<file path="src/rtl/cereal_pkg.sv">
// Shared types and constants for the cereal_tx serial transmitter.
package cereal_pkg;

    // Frame sequencer states.
    typedef enum logic [2:0] {
        S_IDLE,
        S_START,
        S_DATA,
        S_PARITY,
        S_STOP
    } state_t;

    // Parity mode encodings for the PARITY parameter.
    localparam int PAR_NONE = 0;
    localparam int PAR_EVEN = 1;
    localparam int PAR_ODD  = 2;

    // Number of bit times in one frame: start + payload + optional parity + stop bits.
    function automatic int frame_bits(input int data_w, input int parity, input int stop_bits);
        return 1 + data_w + ((parity != PAR_NONE) ? 1 : 0) + stop_bits;
    endfunction

endpackage

</file>
<file path="src/rtl/cereal_baud_gen.sv">
// Bit-time generator: counts sysclk cycles while enabled and pulses tick
// on the last cycle of each bit period.
module cereal_baud_gen #(
    parameter int CLKS_PER_BIT = 434
) (
    input  logic sysclk,
    input  logic reset,
    input  logic en,
    output logic tick
);

    localparam int CNT_W = (CLKS_PER_BIT > 1) ? $clog2(CLKS_PER_BIT) : 1;
    localparam logic [CNT_W-1:0] CNT_MAX = CNT_W'(CLKS_PER_BIT - 1);

    logic [CNT_W-1:0] cnt_q;
    logic [CNT_W-1:0] cnt_d;

    assign tick = en && (cnt_q == CNT_MAX);

    // Next count: hold at zero while disabled, wrap to zero at terminal count.
    always_comb begin
        cnt_d = cnt_q + 1'b1;
        if (!en || tick) begin
            cnt_d = '0;
        end
    end

    // Counter register.
    always_ff @(posedge sysclk or posedge reset) begin
        if (reset) begin
            cnt_q <= '0;
        end else begin
            cnt_q <= cnt_d;
        end
    end

endmodule

</file>
<file path="src/rtl/cereal_tx.sv">
// Parametrised asynchronous serial transmitter: start bit, DATA_W payload
// bits (LSB or MSB first), optional parity, 1 or 2 stop bits.
module cereal_tx
    import cereal_pkg::*;
#(
    parameter int DATA_W       = 8,
    parameter int CLKS_PER_BIT = 434,
    parameter int PARITY       = 0,
    parameter int STOP_BITS    = 1,
    parameter int LSB_FIRST    = 1,
    parameter int START_EDGE   = 1
) (
    input  logic              sysclk,
    input  logic              reset,
    input  logic [DATA_W-1:0] data,
    input  logic              start,
    output logic              busy,
    output logic              done,
    output logic              cereal
);

    localparam int IDX_W = $clog2(DATA_W);
    localparam logic [IDX_W-1:0] DATA_LAST = IDX_W'(DATA_W - 1);
    localparam logic [IDX_W-1:0] STOP_LAST = IDX_W'(STOP_BITS - 1);

    // Reject configurations the frame sequencer cannot produce.
    if (PARITY != PAR_NONE && PARITY != PAR_EVEN && PARITY != PAR_ODD) begin : g_bad_parity
        $fatal(1, "cereal_tx: PARITY must be 0 (none), 1 (even) or 2 (odd)");
    end
    if (STOP_BITS != 1 && STOP_BITS != 2) begin : g_bad_stop
        $fatal(1, "cereal_tx: STOP_BITS must be 1 or 2");
    end
    if (DATA_W < 5 || DATA_W > 16) begin : g_bad_width
        $fatal(1, "cereal_tx: DATA_W must be in 5..16");
    end
    if (CLKS_PER_BIT < 2) begin : g_bad_rate
        $fatal(1, "cereal_tx: CLKS_PER_BIT must be at least 2");
    end

    state_t            state_q, state_d;
    logic [DATA_W-1:0] shreg_q, shreg_d;
    logic [IDX_W-1:0]  idx_q, idx_d;
    logic              parity_q, parity_d;
    logic              start_q;
    logic              busy_q, busy_d;
    logic              done_q, done_d;
    logic              cereal_q, cereal_d;
    logic              tick;
    logic              baud_en;
    logic              accept;

    assign baud_en = (state_q != S_IDLE);

    cereal_baud_gen #(
        .CLKS_PER_BIT (CLKS_PER_BIT)
    ) u_baud (
        .sysclk (sysclk),
        .reset  (reset),
        .en     (baud_en),
        .tick   (tick)
    );

    // A request is only honoured in IDLE; edge mode needs a fresh rising edge.
    assign accept = (state_q == S_IDLE) && start && ((START_EDGE == 0) || !start_q);

    // Sequencer next state; the line value is derived from the state being
    // entered so that cereal, busy and done all come straight from flops.
    always_comb begin
        state_d  = state_q;
        shreg_d  = shreg_q;
        idx_d    = idx_q;
        parity_d = parity_q;
        done_d   = 1'b0;
        case (state_q)
            S_IDLE: begin
                if (accept) begin
                    state_d  = S_START;
                    shreg_d  = data;
                    idx_d    = '0;
                    parity_d = (^data) ^ (PARITY == PAR_ODD);
                end
            end
            S_START: begin
                if (tick) begin
                    state_d = S_DATA;
                end
            end
            S_DATA: begin
                if (tick) begin
                    shreg_d = (LSB_FIRST != 0) ? (shreg_q >> 1) : (shreg_q << 1);
                    if (idx_q == DATA_LAST) begin
                        idx_d   = '0;
                        state_d = (PARITY != PAR_NONE) ? S_PARITY : S_STOP;
                    end else begin
                        idx_d = idx_q + 1'b1;
                    end
                end
            end
            S_PARITY: begin
                if (tick) begin
                    state_d = S_STOP;
                end
            end
            S_STOP: begin
                if (tick) begin
                    if (idx_q == STOP_LAST) begin
                        idx_d   = '0;
                        state_d = S_IDLE;
                        done_d  = 1'b1;
                    end else begin
                        idx_d = idx_q + 1'b1;
                    end
                end
            end
            default: begin
                state_d = S_IDLE;
            end
        endcase

        busy_d = (state_d != S_IDLE);
        case (state_d)
            S_START:  cereal_d = 1'b0;
            S_DATA:   cereal_d = (LSB_FIRST != 0) ? shreg_d[0] : shreg_d[DATA_W-1];
            S_PARITY: cereal_d = parity_d;
            default:  cereal_d = 1'b1;
        endcase
    end

    // All sequencer state and registered outputs; reset parks the line high.
    always_ff @(posedge sysclk or posedge reset) begin
        if (reset) begin
            state_q  <= S_IDLE;
            shreg_q  <= '0;
            idx_q    <= '0;
            parity_q <= 1'b0;
            start_q  <= 1'b0;
            busy_q   <= 1'b0;
            done_q   <= 1'b0;
            cereal_q <= 1'b1;
        end else begin
            state_q  <= state_d;
            shreg_q  <= shreg_d;
            idx_q    <= idx_d;
            parity_q <= parity_d;
            start_q  <= start;
            busy_q   <= busy_d;
            done_q   <= done_d;
            cereal_q <= cereal_d;
        end
    end

    assign busy   = busy_q;
    assign done   = done_q;
    assign cereal = cereal_q;

endmodule

</file>
<file path="config.mk">
export PLATFORM = sky130hd
export DESIGN_NAME = cereal_tx
export DESIGN_NICKNAME = d
export VERILOG_FILES = /design/src/rtl/cereal_pkg.sv /design/src/rtl/cereal_baud_gen.sv /design/src/rtl/cereal_tx.sv
export SDC_FILE = /design/constraint.sdc
export NUM_CORES = 1
export LEC_CHECK = 0
export CORE_MARGIN = 5
export CORE_UTILIZATION = 43
export DETAILED_ROUTE_END_ITERATION = 7
export HOLD_SLACK_MARGIN = 0.08
export PLACE_DENSITY = 0.69
export SLEW_MARGIN = 20
export SYNTH_ARGS = -nofsm -noshare
export SYNTH_HDL_FRONTEND = slang
export SYNTH_SLANG_ARGS = --single-unit
</file>
<file path="constraint.sdc">
create_clock -name sysclk -period 2.25 [get_ports sysclk]
set_input_delay 0.5625 -clock sysclk [delete_from_list [all_inputs] [get_ports sysclk]]
set_output_delay 0.5625 -clock sysclk [all_outputs]
set_load 0.01 [all_outputs]
</file>
==> metrics <==
Cells after Synth=137; first-pass GRT wire length=4347 um; top cells by count, synth=dfrtp_1, nor2_1, xnor2_1, a21oi_1, inv_1; Synth area leaders=dfrtp_1, xnor2_1, ha_1, nor2_1, a22o_1; DRC errors left=0; r2r startpoint=u_baud.cnt_q[3]$_DFF_PP0_; Worst R2R Setup Slack=120 ps; die height=68.05 um; maxcap violations=0; layout cell share with drive strength beyond 1=11.69%; CP Data Arrival Time=2360 ps; Slew headroom=35.74%; ys flop type=dfrtp_1; DRT Wirelength=2526 um; crit path capture type=flop; Leak=0.7871 nW; Met2 Routed Length=1211 um; diode count=0; Hold Buf Count CTS=0; CP max FO=7; H-Tree Depth=1; Post-synth ARST share=100.0%; Mapped Avg Cell Area=10.58 um^2; number of global-route vias before repair=1033; Die ar.=4630 um^2; CP Launch Type=flop; Layout area overhead=16.75%; FMAX=469.0 MHz; cell with the most instances after synthesis=dfrtp_1; VDD IR-drop max=0.2998 mV; Clock Skew=14.12 ps; Netlist cell types=39; Via Count=1019; worst endpoint required time=2480 ps; Resize count post-CTS=0; clock sinks=28; Min-Delay Path Class=flop to flop; # setup viols final=0; EDFF count, synth=0; Synth area leader=dfrtp_1; yosys warns=0; critical path capture point=shreg_q[7]$_DFFE_PP0P_; setup bufs post-CTS=0; Reg2Reg Depth=5; CTS clk-pin slew, worst paths=150 ps; syn_nets=153; status=complete, no violations; dpl hpwl=1910 um; Starting Density=43.76%; reg-to-reg endpoint=shreg_q[7]$_DFFE_PP0P_; critical path class=flop to flop; DRT antenna net count=0; DRT iter0 DRCs=42; metal3 WL=60 um; Mapped Area=1449 um^2; non-filler instance count after layout=200; Metal-1 WL=1238 um; GRT Total Usage=12.20%; Tmin final=2132 ps; post-synthesis register bit count=28; Pwr per Cell Area=682.2 nW/um^2; worst-case clock buffer depth=2; Final nets=171; Clock Latency Late Sink=320 ps; Tcrit/Tclk final=94.77%; Filler cells=314; # rows=21; footprint of the multi-input gates=694.4 um^2; Top Metal Used=met4; I/O Pins=14; CTS tree=built; Cells after DPL=196; grt ovf=0; CTS buffer count=3; RSZ-0062 raised after global routing=no; PortBufs=13; antenna violations before repair=0; total negative slack=0 ps; Final Hold Fails=0; clk root buf=clkbuf_4; routability congestion estimate=0.8006; detailed-route wire length per cell=12.63 um; Crit. Startpoint=u_baud.cnt_q[3]$_DFF_PP0_; max-slew violation count=0; sequential area share after synthesis=48.45%; router iterations before antenna repair=4; DR vias/cell=5.095; Core Area=3311 um^2; Worst Tran Pin Value=955.7 ps; Reg area=701.9 um^2; die width=68.05 um; pin count of the biggest net entering global routing=29; post-synth top area share=46.63%
==> per-layer routing <==
layer	global-route usage, %	vias to the layer above
li1	-	513
met1	16.93	489
met2	19.13	15
met3	1.970	2
met4	4.467	0
met5	0	-
==> power by group <==
group	leakage [nW]	internal [mW]	switching (mW)	total, mW
clock	0.0210	0.0989	0.142	0.240
combinational	0.406	0.134	0.107	0.241
sequential	0.360	0.596	0.0765	0.672
==> area by class of cell <==
class	count	area share (%)
Clock buffer	4	2.145
Timing Repair Buffer	19	10.36
Multi-Input combinational cell	96	41.05
Tap cell	46	3.402
Sequential cell	28	41.49
Inverter	7	1.553
==> state kept, by name, indices dropped and copies added (netlist names) <==
register	count
done	1
shreg_q	8
cereal	1
busy	1
parity_q	1
idx_q	3
state_q	3
start_q	1
u_baud.cnt_q	9
==> how the worst min path moves through the flow <==
stage,from,endpoint,cells after the start
after floorplan,shreg_q[2]$_DFFE_PP0P_,shreg_q[2]$_DFFE_PP0P_,1
after global placement,shreg_q[5]$_DFFE_PP0P_,shreg_q[5]$_DFFE_PP0P_,1
after detailed placement,shreg_q[3]$_DFFE_PP0P_,shreg_q[3]$_DFFE_PP0P_,1
after CTS,u_baud.cnt_q[0]$_DFF_PP0_,u_baud.cnt_q[0]$_DFF_PP0_,1
after global routing,shreg_q[5]$_DFFE_PP0P_,shreg_q[5]$_DFFE_PP0P_,1
final,u_baud.cnt_q[0]$_DFF_PP0_,u_baud.cnt_q[0]$_DFF_PP0_,1
==> critical path, cell delays in order, from the launching register on <==
cell	delay [ps]
dfrtp_1	450
or4b_4	570
nor2_1	170
a21oi_1	80
or3_1	450
mux2_4	330
==> cells in the final DEF, fill, tap and decap left out, drive strengths merged <==
master	count
a2111oi	1
a211o	1
a21o	6
a21oi	7
a22o	6
a2bb2oi	1
a31o	1
and2	1
and3	1
buf	6
clkbuf	4
clkdlybuf4s50	13
dfrtp	27
dfstp	1
ha	5
inv	7
mux2	2
mux2i	1
nand2	4
nand2b	5
nand3	3
nand4	1
nor2	16
nor3	3
nor3b	3
nor4	2
o21ai	3
o22a	1
o22ai	1
o31ai	1
o32ai	1
or2	1
or3	4
or4b	1
xnor2	10
xor2	3
==> cell families (layout without fill, tap and decap cells) <==
family	after synthesis	in the layout	share of synthesized area (%)
buffers and inverters	13	30	4.059
AOI/OAI and AO/OA	30	30	15.20
muxes	3	3	2.504
adders and majority gates	5	5	4.318
and+or+nand+nor	45	45	17.62
DFF	28	28	48.45
xor gates and xnor gates	13	13	7.858
==> through the flow <==
stage	area, um^2	hold WS (ps)	utilization [%]	total power [mW]	setup slack (ps)
global route	1692	523.9	51.10	1.227	62.31
floorplan	1449	449.6	-	0.8463	189.5
detailed placement	1655	475.3	50.00	0.9279	64.63
CTS	1692	506.0	51.10	1.170	111.7
finish	1692	499.6	51.10	1.154	117.7
global placement	1655	467.7	50.00	0.9155	83.98
Power figures use the tool's default switching activity.
